<file path="config.mk">
export PLATFORM = sky130hd
export DESIGN_NAME = preg_release_queue_flat
export DESIGN_NICKNAME = d
export VERILOG_FILES = /design/src/rtl/preg_release_queue_if.sv /design/src/rtl/preg_release_queue.sv /design/src/flat_wrapper.sv
export SDC_FILE = /design/constraint.sdc
export NUM_CORES = 1
export LEC_CHECK = 0
export ABC_AREA = 0
export CORE_MARGIN = 1.5
export CORE_UTILIZATION = 45
export CTS_CLUSTER_SIZE = 40
export DETAILED_ROUTE_END_ITERATION = 6
export PLACE_DENSITY_LB_ADDON = 0.3
export SLEW_MARGIN = 5
export SYNTH_ARGS = -nofsm -noshare
export SYNTH_HDL_FRONTEND = slang
export SYNTH_SLANG_ARGS = --single-unit
</file>
<file path="constraint.sdc">
create_clock -name clock -period 7.2 [get_ports clock]
set_input_delay 1.44 -clock clock [delete_from_list [all_inputs] [get_ports clock]]
set_output_delay 1.44 -clock clock [all_outputs]
set_load 0.01 [all_outputs]
</file>
<file path="src/rtl/preg_release_queue_if.sv">
// Commit-side and freelist-side signal bundle for preg_release_queue.
// The queue sits on the slave modport; the commit/ROB side is the master.
`ifndef ROB_STATE_IDLE
`define ROB_STATE_IDLE     2'd0
`endif
`ifndef ROB_STATE_ROLLBACK
`define ROB_STATE_ROLLBACK 2'd1
`endif
`ifndef ROB_STATE_WALK
`define ROB_STATE_WALK     2'd2
`endif

interface preg_release_queue_if #(
  parameter int DEPTH  = 8,
  parameter int PREG_W = 6
);
  localparam int CNT_W = $clog2(DEPTH) + 1;

  logic              commit0_valid;
  logic              commit0_has_dest;
  logic [PREG_W-1:0] commit0_old_preg;
  logic              commit1_valid;
  logic              commit1_has_dest;
  logic [PREG_W-1:0] commit1_old_preg;
  logic              commit_ready;
  logic [1:0]        rob_state;
  logic              write0_valid;
  logic [PREG_W-1:0] write0_data;
  logic              write1_valid;
  logic [PREG_W-1:0] write1_data;
  logic [CNT_W-1:0]  count;
  logic              overflow_err;

  modport master (
    output commit0_valid, commit0_has_dest, commit0_old_preg,
    output commit1_valid, commit1_has_dest, commit1_old_preg,
    output rob_state,
    input  commit_ready, write0_valid, write0_data, write1_valid, write1_data,
    input  count, overflow_err
  );

  modport slave (
    input  commit0_valid, commit0_has_dest, commit0_old_preg,
    input  commit1_valid, commit1_has_dest, commit1_old_preg,
    input  rob_state,
    output commit_ready, write0_valid, write0_data, write1_valid, write1_data,
    output count, overflow_err
  );
endinterface

</file>
<file path="src/rtl/preg_release_queue.sv">
// Buffers old physical registers of committing instructions and drains them two per
// cycle into the freelist free ports while the ROB is IDLE. Option: RELEASE_BYPASS_EN.
`ifndef ROB_STATE_IDLE
`define ROB_STATE_IDLE     2'd0
`endif

module preg_release_queue #(
  parameter int DEPTH  = 8,
  parameter int PREG_W = 6
) (
  input logic            clock,
  input logic            reset_n,
  preg_release_queue_if.slave bus
);
  localparam int IDX_W = $clog2(DEPTH);
  localparam int CNT_W = IDX_W + 1;

  typedef logic [CNT_W-1:0] ptr_t;
  typedef logic [IDX_W-1:0] idx_t;

  ptr_t              enq_ptr, deq_ptr, occ;
  idx_t              enq_idx, enq_idx1, deq_idx, deq_idx1;
  logic [PREG_W-1:0] mem [DEPTH];

  logic              idle, empty, ready, byp;
  logic              q0, q1, push0, push1, pop0, pop1, ovf_hit;
  logic [PREG_W-1:0] first_preg;

  logic              wr0_vld_p1, wr1_vld_p1, ovf_q;
  logic [PREG_W-1:0] wr0_data_p1, wr1_data_p1;

  // Occupancy is the pointer distance; the extra MSB keeps full and empty distinct.
  assign occ      = enq_ptr - deq_ptr;
  assign empty    = (enq_ptr == deq_ptr);
  assign ready    = (occ <= ptr_t'(DEPTH - 2));
  assign enq_idx  = enq_ptr[IDX_W-1:0];
  assign enq_idx1 = enq_idx + 1'b1;
  assign deq_idx  = deq_ptr[IDX_W-1:0];
  assign deq_idx1 = deq_idx + 1'b1;

  assign idle = (bus.rob_state == `ROB_STATE_IDLE);
  assign q0   = bus.commit0_valid & bus.commit0_has_dest;
  assign q1   = bus.commit1_valid & bus.commit1_has_dest;

  // Compaction: a lone slot-1 entry takes the first free position.
  assign first_preg = q0 ? bus.commit0_old_preg : bus.commit1_old_preg;

`ifdef RELEASE_BYPASS_EN
  assign byp = idle & empty;
`else
  assign byp = 1'b0;
`endif

  assign push0   = ready & ~byp & (q0 | q1);
  assign push1   = ready & ~byp & q0 & q1;
  assign ovf_hit = ~ready & ~byp & (q0 | q1);

  // Pops only see pre-edge contents, so a simultaneous push never feeds a pop.
  assign pop0 = idle & ~empty;
  assign pop1 = idle & (occ >= ptr_t'(2));

  always_ff @(posedge clock) begin
    if (push0) mem[enq_idx]  <= first_preg;
    if (push1) mem[enq_idx1] <= bus.commit1_old_preg;
  end

  always_ff @(posedge clock or negedge reset_n) begin
    if (!reset_n) begin
      enq_ptr <= '0;
      deq_ptr <= '0;
      ovf_q   <= 1'b0;
    end else begin
      enq_ptr <= enq_ptr + ptr_t'(push0) + ptr_t'(push1);
      deq_ptr <= deq_ptr + ptr_t'(pop0) + ptr_t'(pop1);
      if (ovf_hit) ovf_q <= 1'b1;
    end
  end

  // Stage p1: registered free ports; data holds when nothing is released.
  always_ff @(posedge clock or negedge reset_n) begin
    if (!reset_n) begin
      wr0_vld_p1  <= 1'b0;
      wr1_vld_p1  <= 1'b0;
      wr0_data_p1 <= '0;
      wr1_data_p1 <= '0;
    end else begin
      wr0_vld_p1 <= 1'b0;
      wr1_vld_p1 <= 1'b0;
      if (pop0) begin
        wr0_vld_p1  <= 1'b1;
        wr0_data_p1 <= mem[deq_idx];
      end else if (byp & (q0 | q1)) begin
        wr0_vld_p1  <= 1'b1;
        wr0_data_p1 <= first_preg;
      end
      if (pop1) begin
        wr1_vld_p1  <= 1'b1;
        wr1_data_p1 <= mem[deq_idx1];
      end else if (byp & q0 & q1) begin
        wr1_vld_p1  <= 1'b1;
        wr1_data_p1 <= bus.commit1_old_preg;
      end
    end
  end

  assign bus.commit_ready = ready;
  assign bus.count        = occ;
  assign bus.overflow_err = ovf_q;
  assign bus.write0_valid = wr0_vld_p1;
  assign bus.write0_data  = wr0_data_p1;
  assign bus.write1_valid = wr1_vld_p1;
  assign bus.write1_data  = wr1_data_p1;

endmodule
</file>
<file path="src/flat_wrapper.sv">
// flat-port wrapper written by rule: the top's interface ports become plain ports
module preg_release_queue_flat 
#(
  parameter int DEPTH  = 8,
  parameter int PREG_W = 6
)
  (clock, reset_n, bus_commit0_valid, bus_commit0_has_dest, bus_commit0_old_preg, bus_commit1_valid, bus_commit1_has_dest, bus_commit1_old_preg, bus_rob_state, bus_commit_ready, bus_write0_valid, bus_write0_data, bus_write1_valid, bus_write1_data, bus_count, bus_overflow_err);
  preg_release_queue_if #(.DEPTH(DEPTH), .PREG_W(PREG_W)) bus_i ();
  input logic clock;
  input logic reset_n;
  input wire logic [$bits(bus_i.commit0_valid)-1:0] bus_commit0_valid;
  input wire logic [$bits(bus_i.commit0_has_dest)-1:0] bus_commit0_has_dest;
  input wire logic [$bits(bus_i.commit0_old_preg)-1:0] bus_commit0_old_preg;
  input wire logic [$bits(bus_i.commit1_valid)-1:0] bus_commit1_valid;
  input wire logic [$bits(bus_i.commit1_has_dest)-1:0] bus_commit1_has_dest;
  input wire logic [$bits(bus_i.commit1_old_preg)-1:0] bus_commit1_old_preg;
  input wire logic [$bits(bus_i.rob_state)-1:0] bus_rob_state;
  output wire logic [$bits(bus_i.commit_ready)-1:0] bus_commit_ready;
  output wire logic [$bits(bus_i.write0_valid)-1:0] bus_write0_valid;
  output wire logic [$bits(bus_i.write0_data)-1:0] bus_write0_data;
  output wire logic [$bits(bus_i.write1_valid)-1:0] bus_write1_valid;
  output wire logic [$bits(bus_i.write1_data)-1:0] bus_write1_data;
  output wire logic [$bits(bus_i.count)-1:0] bus_count;
  output wire logic [$bits(bus_i.overflow_err)-1:0] bus_overflow_err;
  assign bus_i.commit0_valid = bus_commit0_valid;
  assign bus_i.commit0_has_dest = bus_commit0_has_dest;
  assign bus_i.commit0_old_preg = bus_commit0_old_preg;
  assign bus_i.commit1_valid = bus_commit1_valid;
  assign bus_i.commit1_has_dest = bus_commit1_has_dest;
  assign bus_i.commit1_old_preg = bus_commit1_old_preg;
  assign bus_i.rob_state = bus_rob_state;
  assign bus_commit_ready = bus_i.commit_ready;
  assign bus_write0_valid = bus_i.write0_valid;
  assign bus_write0_data = bus_i.write0_data;
  assign bus_write1_valid = bus_i.write1_valid;
  assign bus_write1_data = bus_i.write1_data;
  assign bus_count = bus_i.count;
  assign bus_overflow_err = bus_i.overflow_err;
  preg_release_queue #(.DEPTH(DEPTH), .PREG_W(PREG_W)) u_core (.clock(clock), .reset_n(reset_n), .bus(bus_i));
endmodule
</file>
==> reports/metrics.csv, run 1 <==
metric,value,unit
number of synthesized register bits,71,
power per cell area,434,nW/um^2
final hold viol count,0,
layout cells sized above 1,39.3,%
number of fill cells in the layout,753,
number of buffers created by CTS,9,
clk root buf,clkbuf_8,
final worst path period share,69.0,%
library cells used by synthesis,39,
CTS tree,done,
CP Cell Sequence,"ha_1, inv_1, fa_1, xor2_2, nand2_1, o21ai_0, inv_1, clkdlybuf4s50_1",
FF-to-FF setup slack,3260,ps
fin util,54.4,%
post-cts sizing count,0,
clk_lat worst skew,340,ps
kind of cell adding the most delay to the critical path,flip-flops,
# H-tree levels,3,
initial core utilization,46.2,%
adder-cell area share of the yosys netlist,3.49,%
first-pass GRT wire length,14000,um
antenna violations before repair,0,
skew final,8.58,ps
xor/xnor share of the synthesized area,2.43,%
most numerous cell in the Yosys netlist,mux2_2,
"top cells by count, synth","60 x mux2_2, 48 x edfxtp_1, 24 x mux4_2",
hold path start,u_core.bus.overflow_err$_DFFE_PN0P_,
Wirelength per Cell,19.4,um
I/O Buffers,39,
R2R Path Start,u_core.deq_ptr[0]$_DFF_PN0_,
Rel. slew slack,21.9,%
largest family of logic cells by synthesized area,multiplexers,
"wirelength, routed",8490,um
GRT Total Usage,18.2,%
detailed-route vias per instance,5.85,
area grow syn2layout,17.8,%
unrepaired setup endpoints after global routing,no,
status,"complete, no violations",
core area,9150,um^2
worst-margin pin slew,1170,ps
grt met1 use,27.2,%
Setup TNS,0,ps
critical path's largest stage delay,1120,ps
Final WS setup,2230,ps
"Clk pin slew, worst setup/hold paths",80,ps
syn_area_per_cell,15.4,um^2
Post-CTS Setup Bufs,0,
Synth Area in Compound Gates,8.53,%
sequential area share after synthesis,47.7,%
VDD IR max,176,uV
Synth top area share,34.1,%
DP HPWL,6580,um
Setup crit start kind,flop,
Hold Path Class,flop to flop,
chip width,99.9,um
ranking of synthesized cells by area,"edfxtp_1 34%, mux2_2 16%, dfrtp_1 14%, mux4_2 13%, ha_1 2.1%",
die area,9980,um^2
Final GP Congestion,0.829,
Iter 0 DRT Violations,231,
Tmin final,4970,ps
Post-Syn Nets,304,
CP bufs+invs,3,
asr flop ratio synth,32.4,%
crit path capture type,output pin,
r2r worst-path depth,7,
largest net degree at the start of global routing,28,
die height,99.9,um
mux contribution to synthesized area,31.8,%
achievable clock frequency,0.201,GHz
Place WS,2560,ps
placed cells,421,
Crit path arrival time,3530,ps
CP Class,flop to output pin,
number of nets still failing antenna checks after routing,0,
post-synthesis instance area,4230,um^2
routed vias,2555,
Synth area leader,edfxtp_1,
fin cells,437,
Most Frequent Cell on Critical Path,inv_1,
Ports,40,
final setup vio count,0,
CTS max path bufs,2,
global route total overflow,0,
busiest grt layer,met2,
fin. max-slew vios,0,
first-pass iteration count of the detailed router,4,
max-cap viol count,0,
CP Max Fanout,27,
M3 GR Usage,3.13,%
"Slowest-stage cell, CP",dfrtp_1,
Synth Area in Simple Gates,4.00,%
drt drc,0,
YS warnings,0,
FP Rows,35,
reg-to-reg critical path endpoint,u_core.mem[3][0]$_DFFE_PP_,
Cells after Synth,274,
layout net count,351,
leakage,1.76,nW
CP required,5760,ps
number of synthesized flops with an enable pin,48,
hold-fix buffer count after cts,0,
Worst Hold End,u_core.bus.overflow_err$_DFFE_PN0P_,
hold path depth,1,
worst hold slack,483,ps
vias in the first global route,2546,
"Top FF cell, synth",edfxtp_1,
met2 Track Usage GR,27.3,%
CTS Sinks,71,
antenna cells,0,
## sequential cells by signal (all words and copies together), names as in the netlist
signal                   flops
u_core.bus.overflow_err      1
u_core.bus.write0_data       6
u_core.bus.write0_valid      1
u_core.bus.write1_data       6
u_core.bus.write1_valid      1
u_core.deq_ptr               4
u_core.enq_ptr               4
u_core.mem                  48
## worst register-to-register path, delay by kind of cell (launching register included)
family | cells | cell delay (ps)
buffers and inverters | 1 | 60
AND/OR/NAND/NOR | 1 | 270
adder cells (fa/ha/maj) | 2 | 820
flip-flops | 1 | 1120
AO/OA/AOI/OAI | 3 | 1300
## metal layers
layer	share of wire, %	wire length, um
met2	47	3970
met1	47	4030
met3	4.6	388
met4	1.2	99
met5	0	0
## placed cells by master, fill, tap and decap left out, types with 4 or more instances in the layout
cell,Yosys,final
inv_1,12,12
edfxtp_1,48,48
o21bai_1,4,4
dfrtp_1,23,23
buf_4,0,5
nand3_1,7,7
o21ai_2,4,4
clkdlybuf4s50_1,0,39
mux2_1,6,6
ha_1,7,7
xor2_1,5,5
mux4_2,24,24
mux2_2,60,60
clkbuf_8,0,10
nand2_1,9,9
o41ai_1,4,4
o21ai_0,9,9
a2111oi_2,4,4
mux2i_1,6,6
a21boi_4,4,4
## final cells by class
class | count | area (um^2) | area share, %
clock buffer | 11 | 141 | 2.84
clock inverter | 5 | 81.3 | 1.63
inverter | 13 | 48.8 | 0.980
multi-input combinational | 182 | 2120 | 42.6
sequential | 71 | 2020 | 40.5
tap | 111 | 139 | 2.79
timing repair buffer | 44 | 428 | 8.60
## worst max-delay path by stage
stage / startpoint / to / slack (ps) / depth (start not counted)
global route: u_core.deq_ptr[0]$_DFF_PN0_ / bus_commit_ready / 1870 / 8
detailed placement: u_core.deq_ptr[0]$_DFF_PN0_ / bus_commit_ready / 2560 / 8
global placement: u_core.deq_ptr[0]$_DFF_PN0_ / bus_commit_ready / 2670 / 8
finish: u_core.deq_ptr[0]$_DFF_PN0_ / bus_commit_ready / 2230 / 8
CTS: u_core.deq_ptr[0]$_DFF_PN0_ / bus_commit_ready / 2170 / 8
floorplan: u_core.deq_ptr[1]$_DFF_PN0_ / bus_commit_ready / 3670 / 7
## report_power, final
group / total, mW / internal [mW] / switching, mW / leakage [nW]
Clock: 0.355 / 0.205 / 0.150 / 0.110
Sequential: 0.677 / 0.547 / 0.130 / 0.707
Combinational: 1.13 / 0.580 / 0.548 / 0.944
## metrics by stage
step / instance area (um^2) / total power, mW
after floorplan: 4230 / 1.48
after global placement: 4760 / 1.79
after detailed placement: 4760 / 1.82
after CTS: 4980 / 2.18
after global routing: 4980 / 2.31
final: 4980 / 2.16
## cells by family after synthesis
family | Yosys count
buffers and inverters | 21
AND/OR/NAND/NOR | 29
flip-flops | 71
adder cells (fa/ha/maj) | 10
multiplexers | 96
AO/OA/AOI/OAI | 37
XOR/XNOR | 10
Power figures use the tool's default switching activity.
==> run 2, diff against run 1 <==
==> constraint.sdc (replaced) <==
create_clock -name clock -period 4.2 [get_ports clock]
set_input_delay 0.84 -clock clock [delete_from_list [all_inputs] [get_ports clock]]
set_output_delay 0.84 -clock clock [all_outputs]
set_load 0.01 [all_outputs]
==> run 2 against run 1 <==
Effect of this change: clock skew rose by 5.8 ps; global-route usage rose by 0.29 points; sequential power rose by 60%; register-to-register slack got worse by 2500 ps; critical path depth rose by 1; first-iteration DRC count fell by 63%; setup slack got worse by 1900 ps; routed wire length rose by 0.13%; clock-buffer cell count rose by 2; clock power rose by 80%; critical path type unchanged.
==> reports/metrics.csv, run 2 (synthesis results as in run 1) <==
metric,value,unit
Crit path arrival time,3070,ps
CP Class,flop to output pin,
CP Max Fanout,9,
clk_lat worst skew,350,ps
Final WS setup,286,ps
Setup crit start kind,flop,
Rel. slew slack,32.0,%
first-pass GRT wire length,13900,um
antenna cells,0,
post-cts sizing count,0,
FP Rows,35,
die area,9980,um^2
antenna violations before repair,0,
CTS max path bufs,2,
detailed-route vias per instance,5.83,
"wirelength, routed",8500,um
global route total overflow,0,
fin. max-slew vios,0,
vias in the first global route,2563,
Largest Register,u_core.mem,
Place WS,673,ps
core area,9150,um^2
CTS tree,done,
initial core utilization,46.2,%
Hold Path Class,flop to flop,
Iter 0 DRT Violations,86,
status,"complete, no violations",
Worst Hold End,u_core.bus.overflow_err$_DFFE_PN0P_,
clk root buf,clkbuf_8,
number of buffers created by CTS,9,
crit path capture type,output pin,
skew final,14.4,ps
achievable clock frequency,0.255,GHz
DP HPWL,6420,um
layout net count,353,
Reg area,2020,um^2
leakage,1.78,nW
max-cap viol count,0,
CTS Sinks,71,
layout cells sized above 1,39.3,%
largest net degree at the start of global routing,27,
area grow syn2layout,18.4,%
hold path start,u_core.bus.overflow_err$_DFFE_PN0P_,
final worst path period share,93.2,%
worst-margin pin slew,1020,ps
final setup vio count,0,
Post-CTS Setup Bufs,0,
Final GP Congestion,0.859,
Ports,40,
chip width,99.9,um
final hold viol count,0,
unrepaired setup endpoints after global routing,no,
R2R Path Start,u_core.enq_ptr[0]$_DFF_PN0_,
hold-fix buffer count after cts,0,
FF-to-FF setup slack,770,ps
area occupied by multi-input gates,2120,um^2
CP required,3360,ps
routed vias,2558,
"most common cell after layout, fill and taps aside",mux2_2,
I/O Buffers,39,
number of nets still failing antenna checks after routing,0,
number of fill cells in the layout,751,
hold path depth,1,
number of flip-flops in the largest register,48,
drt drc,0,
Setup TNS,0,ps
Wirelength per Cell,19.4,um
VDD IR max,371,uV
first-pass iteration count of the detailed router,4,
r2r worst-path depth,8,
worst hold slack,471,ps
reg-to-reg critical path endpoint,u_core.mem[2][0]$_DFFE_PP_,
power per cell area,759,nW/um^2
# H-tree levels,3,
die height,99.9,um
"commonest non-fill, non-tap cells in the layout","60 x mux2_2, 48 x edfxtp_1, 39 x clkdlybuf4s50_1",
"Clk pin slew, worst setup/hold paths",70,ps
Tmin final,3910,ps
GRT Total Usage,18.5,%
==> run 2: changes by cell type in the layout (fill, tap and decap cells not counted) <==
cell,delta
buf_4,+2
clkbuf_1,+1
clkbuf_16,+1
clkinv_4,-1
clkinvlp_4,-1
==> run 2: cell type report <==
type / count / area share (%)
Clock buffer: 13 / 3.40
Clock inverter: 3 / 1.30
Inverter: 13 / 0.975
Multi-Input combinational cell: 182 / 42.4
Sequential cell: 71 / 40.3
Tap cell: 111 / 2.77
Timing Repair Buffer: 46 / 8.85
==> run 2: layer usage <==
| metal | up-vias | track usage [%] | part of all wire, % |
|---|---|---|---|
| met2 | 56 | 29.3 | 48 |
| met3 | 12 | 3.83 | 3.4 |
| met1 | 1299 | 25.8 | 47 |
| li1 | 1191 | - | - |
| met5 | - | 0 | 0 |
| met4 | 0 | 5.74 | 1.6 |
==> run 2: critical path, cell delays in order (launching register included) <==
cell             delay (ps)
dfrtp_1                 510
inv_1                   280
ha_1                    230
inv_1                    60
fa_1                    400
xor2_2                  380
nand2_1                 150
o21ai_0                 180
inv_1                    70
clkdlybuf4s50_1         480
==> run 2: worst max-delay path by stage <==
stage | start | to | slack, ps | cells after the start
6_report | u_core.enq_ptr[0]$_DFF_PN0_ | bus_commit_ready | 290 | 9
5_1_grt | u_core.enq_ptr[0]$_DFF_PN0_ | bus_commit_ready | 80 | 9
4_1_cts | u_core.enq_ptr[0]$_DFF_PN0_ | bus_commit_ready | 280 | 9
3_5_place_dp | u_core.enq_ptr[0]$_DFF_PN0_ | bus_commit_ready | 670 | 9
3_3_place_gp | u_core.enq_ptr[0]$_DFF_PN0_ | bus_commit_ready | 780 | 9
2_1_floorplan | u_core.enq_ptr[0]$_DFF_PN0_ | u_core.mem[4][0]$_DFFE_PP_ | 1090 | 8
==> run 2: metrics by stage <==
stage                     total power, mW  util, %  std cells  area, um^2
final                                3.80     54.7        439        5010
after global routing                 4.04     54.7        439        5010
after CTS                            3.83     54.7        439        5010
after detailed placement             3.18     52.1        423        4770
after global placement               3.12     52.1        423        4770
after floorplan                      2.54        -        274        4230
==> run 2: power by group <==
part	internal, mW	switching (mW)
clock network	0.387	0.253
logic	1.01	1.08
registers	0.938	0.138
total	2.33	1.47
==> run 3, diff against run 2 <==
--- a/config.mk
+++ b/config.mk
@@ -10,7 +10,7 @@
 export CORE_UTILIZATION = 45
 export CTS_CLUSTER_SIZE = 40
 export DETAILED_ROUTE_END_ITERATION = 6
-export PLACE_DENSITY_LB_ADDON = 0.3
+export PLACE_DENSITY = 0.77
 export SLEW_MARGIN = 5
 export SYNTH_ARGS = -nofsm -noshare
 export SYNTH_HDL_FRONTEND = slang
==> run 3 against run 2 <==
Effect of this change: clock-buffer cell count fell by 4; sequential power barely moved; utilization down 0.55 points; first-iteration DRC count increased by 140%.
==> reports/metrics.csv, run 3 (synthesis results as in run 1) <==
metric,value,unit
status,"complete, no violations",
Rel. slew slack,31.4,%
Worst Hold End,u_core.bus.overflow_err$_DFFE_PN0P_,
routed vias,2570,
final worst path period share,93.1,%
Hold Path Class,flop to flop,
final hold viol count,0,
number of buffers created by CTS,9,
CTS Sinks,71,
fin util,54.1,%
Wirelength per Cell,19.0,um
"Clk pin slew, worst setup/hold paths",80,ps
unrepaired setup endpoints after global routing,no,
DP Area,4770,um^2
CP required,3360,ps
CTS tree,done,
initial core utilization,46.2,%
"commonest non-fill, non-tap cells in the layout","60 x mux2_2, 48 x edfxtp_1, 39 x clkdlybuf4s50_1",
die height,99.9,um
hold path start,u_core.bus.overflow_err$_DFFE_PN0P_,
r2r worst-path depth,8,
fin. max-slew vios,0,
Iter 0 DRT Violations,206,
largest net degree at the start of global routing,27,
clock network fraction of total power,14.3,%
hold path depth,1,
kind of cell adding the most delay to the critical path,buffers and inverters,
Final GP Congestion,0.793,
core area,9150,um^2
# H-tree levels,3,
area grow syn2layout,17.3,%
vias in the first global route,2618,
layout cells sized above 1,39.9,%
CP bufs+invs,4,
internal power,2.17,mW
DP HPWL,6360,um
first-pass GRT wire length,13900,um
Ports,40,
final setup vio count,0,
detailed-route vias per instance,5.85,
die area,9980,um^2
crit path capture type,output pin,
Setup TNS,0,ps
global route total overflow,0,
R2R Path Start,u_core.enq_ptr[0]$_DFF_PN0_,
Post-CTS Setup Bufs,0,
post-cts sizing count,0,
Tmin final,3910,ps
P_sw,1.49,mW
part of the power in combinational logic,56.4,%
Crit path arrival time,3070,ps
critical path's largest stage delay,550,ps
clk_lat worst skew,360,ps
CP Class,flop to output pin,
CTS max path bufs,2,
VDD IR max,359,uV
max-cap viol count,0,
"Slowest-stage cell, CP",dfrtp_1,
post-layout instance area,4960,um^2
antenna violations before repair,0,
Most Frequent Cell on Critical Path,inv_1,
achievable clock frequency,0.256,GHz
Reg area,2020,um^2
chip width,99.9,um
area occupied by multi-input gates,2120,um^2
number of nets still failing antenna checks after routing,0,
number of fill cells in the layout,743,
CP Cell Sequence,"inv_1, ha_1, inv_1, fa_1, and2b_2, nand2_1, o21ai_0, inv_1, clkdlybuf4s50_1",
reg-to-reg critical path endpoint,u_core.mem[6][2]$_DFFE_PP_,
CP Max Fanout,9,
worst-margin pin slew,1030,ps
number of flip-flops in the largest register,48,
skew final,12.7,ps
Setup crit start kind,flop,
GRT Total Usage,18.5,%
FF-to-FF setup slack,810,ps
Switching Share,40.8,%
drt drc,0,
Largest Register,u_core.mem,
antenna cells,0,
"wirelength, routed",8350,um
hold-fix buffer count after cts,0,
FP Rows,35,
first-pass iteration count of the detailed router,4,
Flop pwr share,29.3,%
layout net count,353,
power per cell area,739,nW/um^2
"most common cell after layout, fill and taps aside",mux2_2,
I/O Buffers,39,
clk root buf,clkbuf_8,
leakage,1.75,nW
-- run 3: changes by cell type in the layout (fill, tap and decap cells not counted), moves of 2 or more --
cell        delta
inv_6          +3
bufinv_16      -2
clkbuf_1       -2
clkinvlp_4     +2
-- run 3: power groups by stage --
stage               Combinational [mW]  Clock [mW]  Sequential, mW
floorplan                         1.47           0            1.08
global placement                  2.04           0            1.08
detailed placement                2.08           0            1.09
CTS                               2.09       0.536            1.08
global route                      2.27       0.557            1.10
finish                            2.07       0.524            1.07
-- run 3: worst max-delay path by stage --
stage	start	endpoint	slack (ps)	cells past startpoint
global route	u_core.enq_ptr[0]$_DFF_PN0_	bus_commit_ready	60	9
detailed placement	u_core.enq_ptr[0]$_DFF_PN0_	bus_commit_ready	680	9
global placement	u_core.enq_ptr[0]$_DFF_PN0_	bus_commit_ready	800	9
floorplan	u_core.enq_ptr[0]$_DFF_PN0_	u_core.mem[4][0]$_DFFE_PP_	1090	8
finish	u_core.enq_ptr[0]$_DFF_PN0_	bus_commit_ready	290	9
CTS	u_core.enq_ptr[0]$_DFF_PN0_	bus_commit_ready	280	9
-- run 3: area by class of cell --
class                           instances  share of cell area, %
Clock inverter                          7                   1.24
Tap cell                              111                   2.80
Sequential cell                        71                   40.7
Clock buffer                            9                   2.50
Timing Repair Buffer                   46                   8.94
Inverter                               13                  0.985
Multi-Input combinational cell        182                   42.8
-- run 3: layer usage --
| layer | wire [um] | global-route usage [%] | vias to the layer above | share of wire (%) |
|---|---|---|---|---|
| li1 | - | - | 1192 | - |
| met1 | 3730 | 25.5 | 1298 | 45 |
| met2 | 4120 | 28.9 | 78 | 49 |
| met3 | 453 | 4.25 | 2 | 5.4 |
| met4 | 51 | 6.72 | 0 | 0.61 |
| met5 | 0 | 0 | - | 0 |
-- run 3: per-stage QoR --
stage               instances  setup slack (ps)  power (mW)  hold slack [ps]
finish                    439               290        3.66              465
global route              439              62.0        3.93              501
CTS                       439               276        3.70              466
detailed placement        423               684        3.17              448
global placement          423               797        3.12              443
floorplan                 274              1090        2.54              493
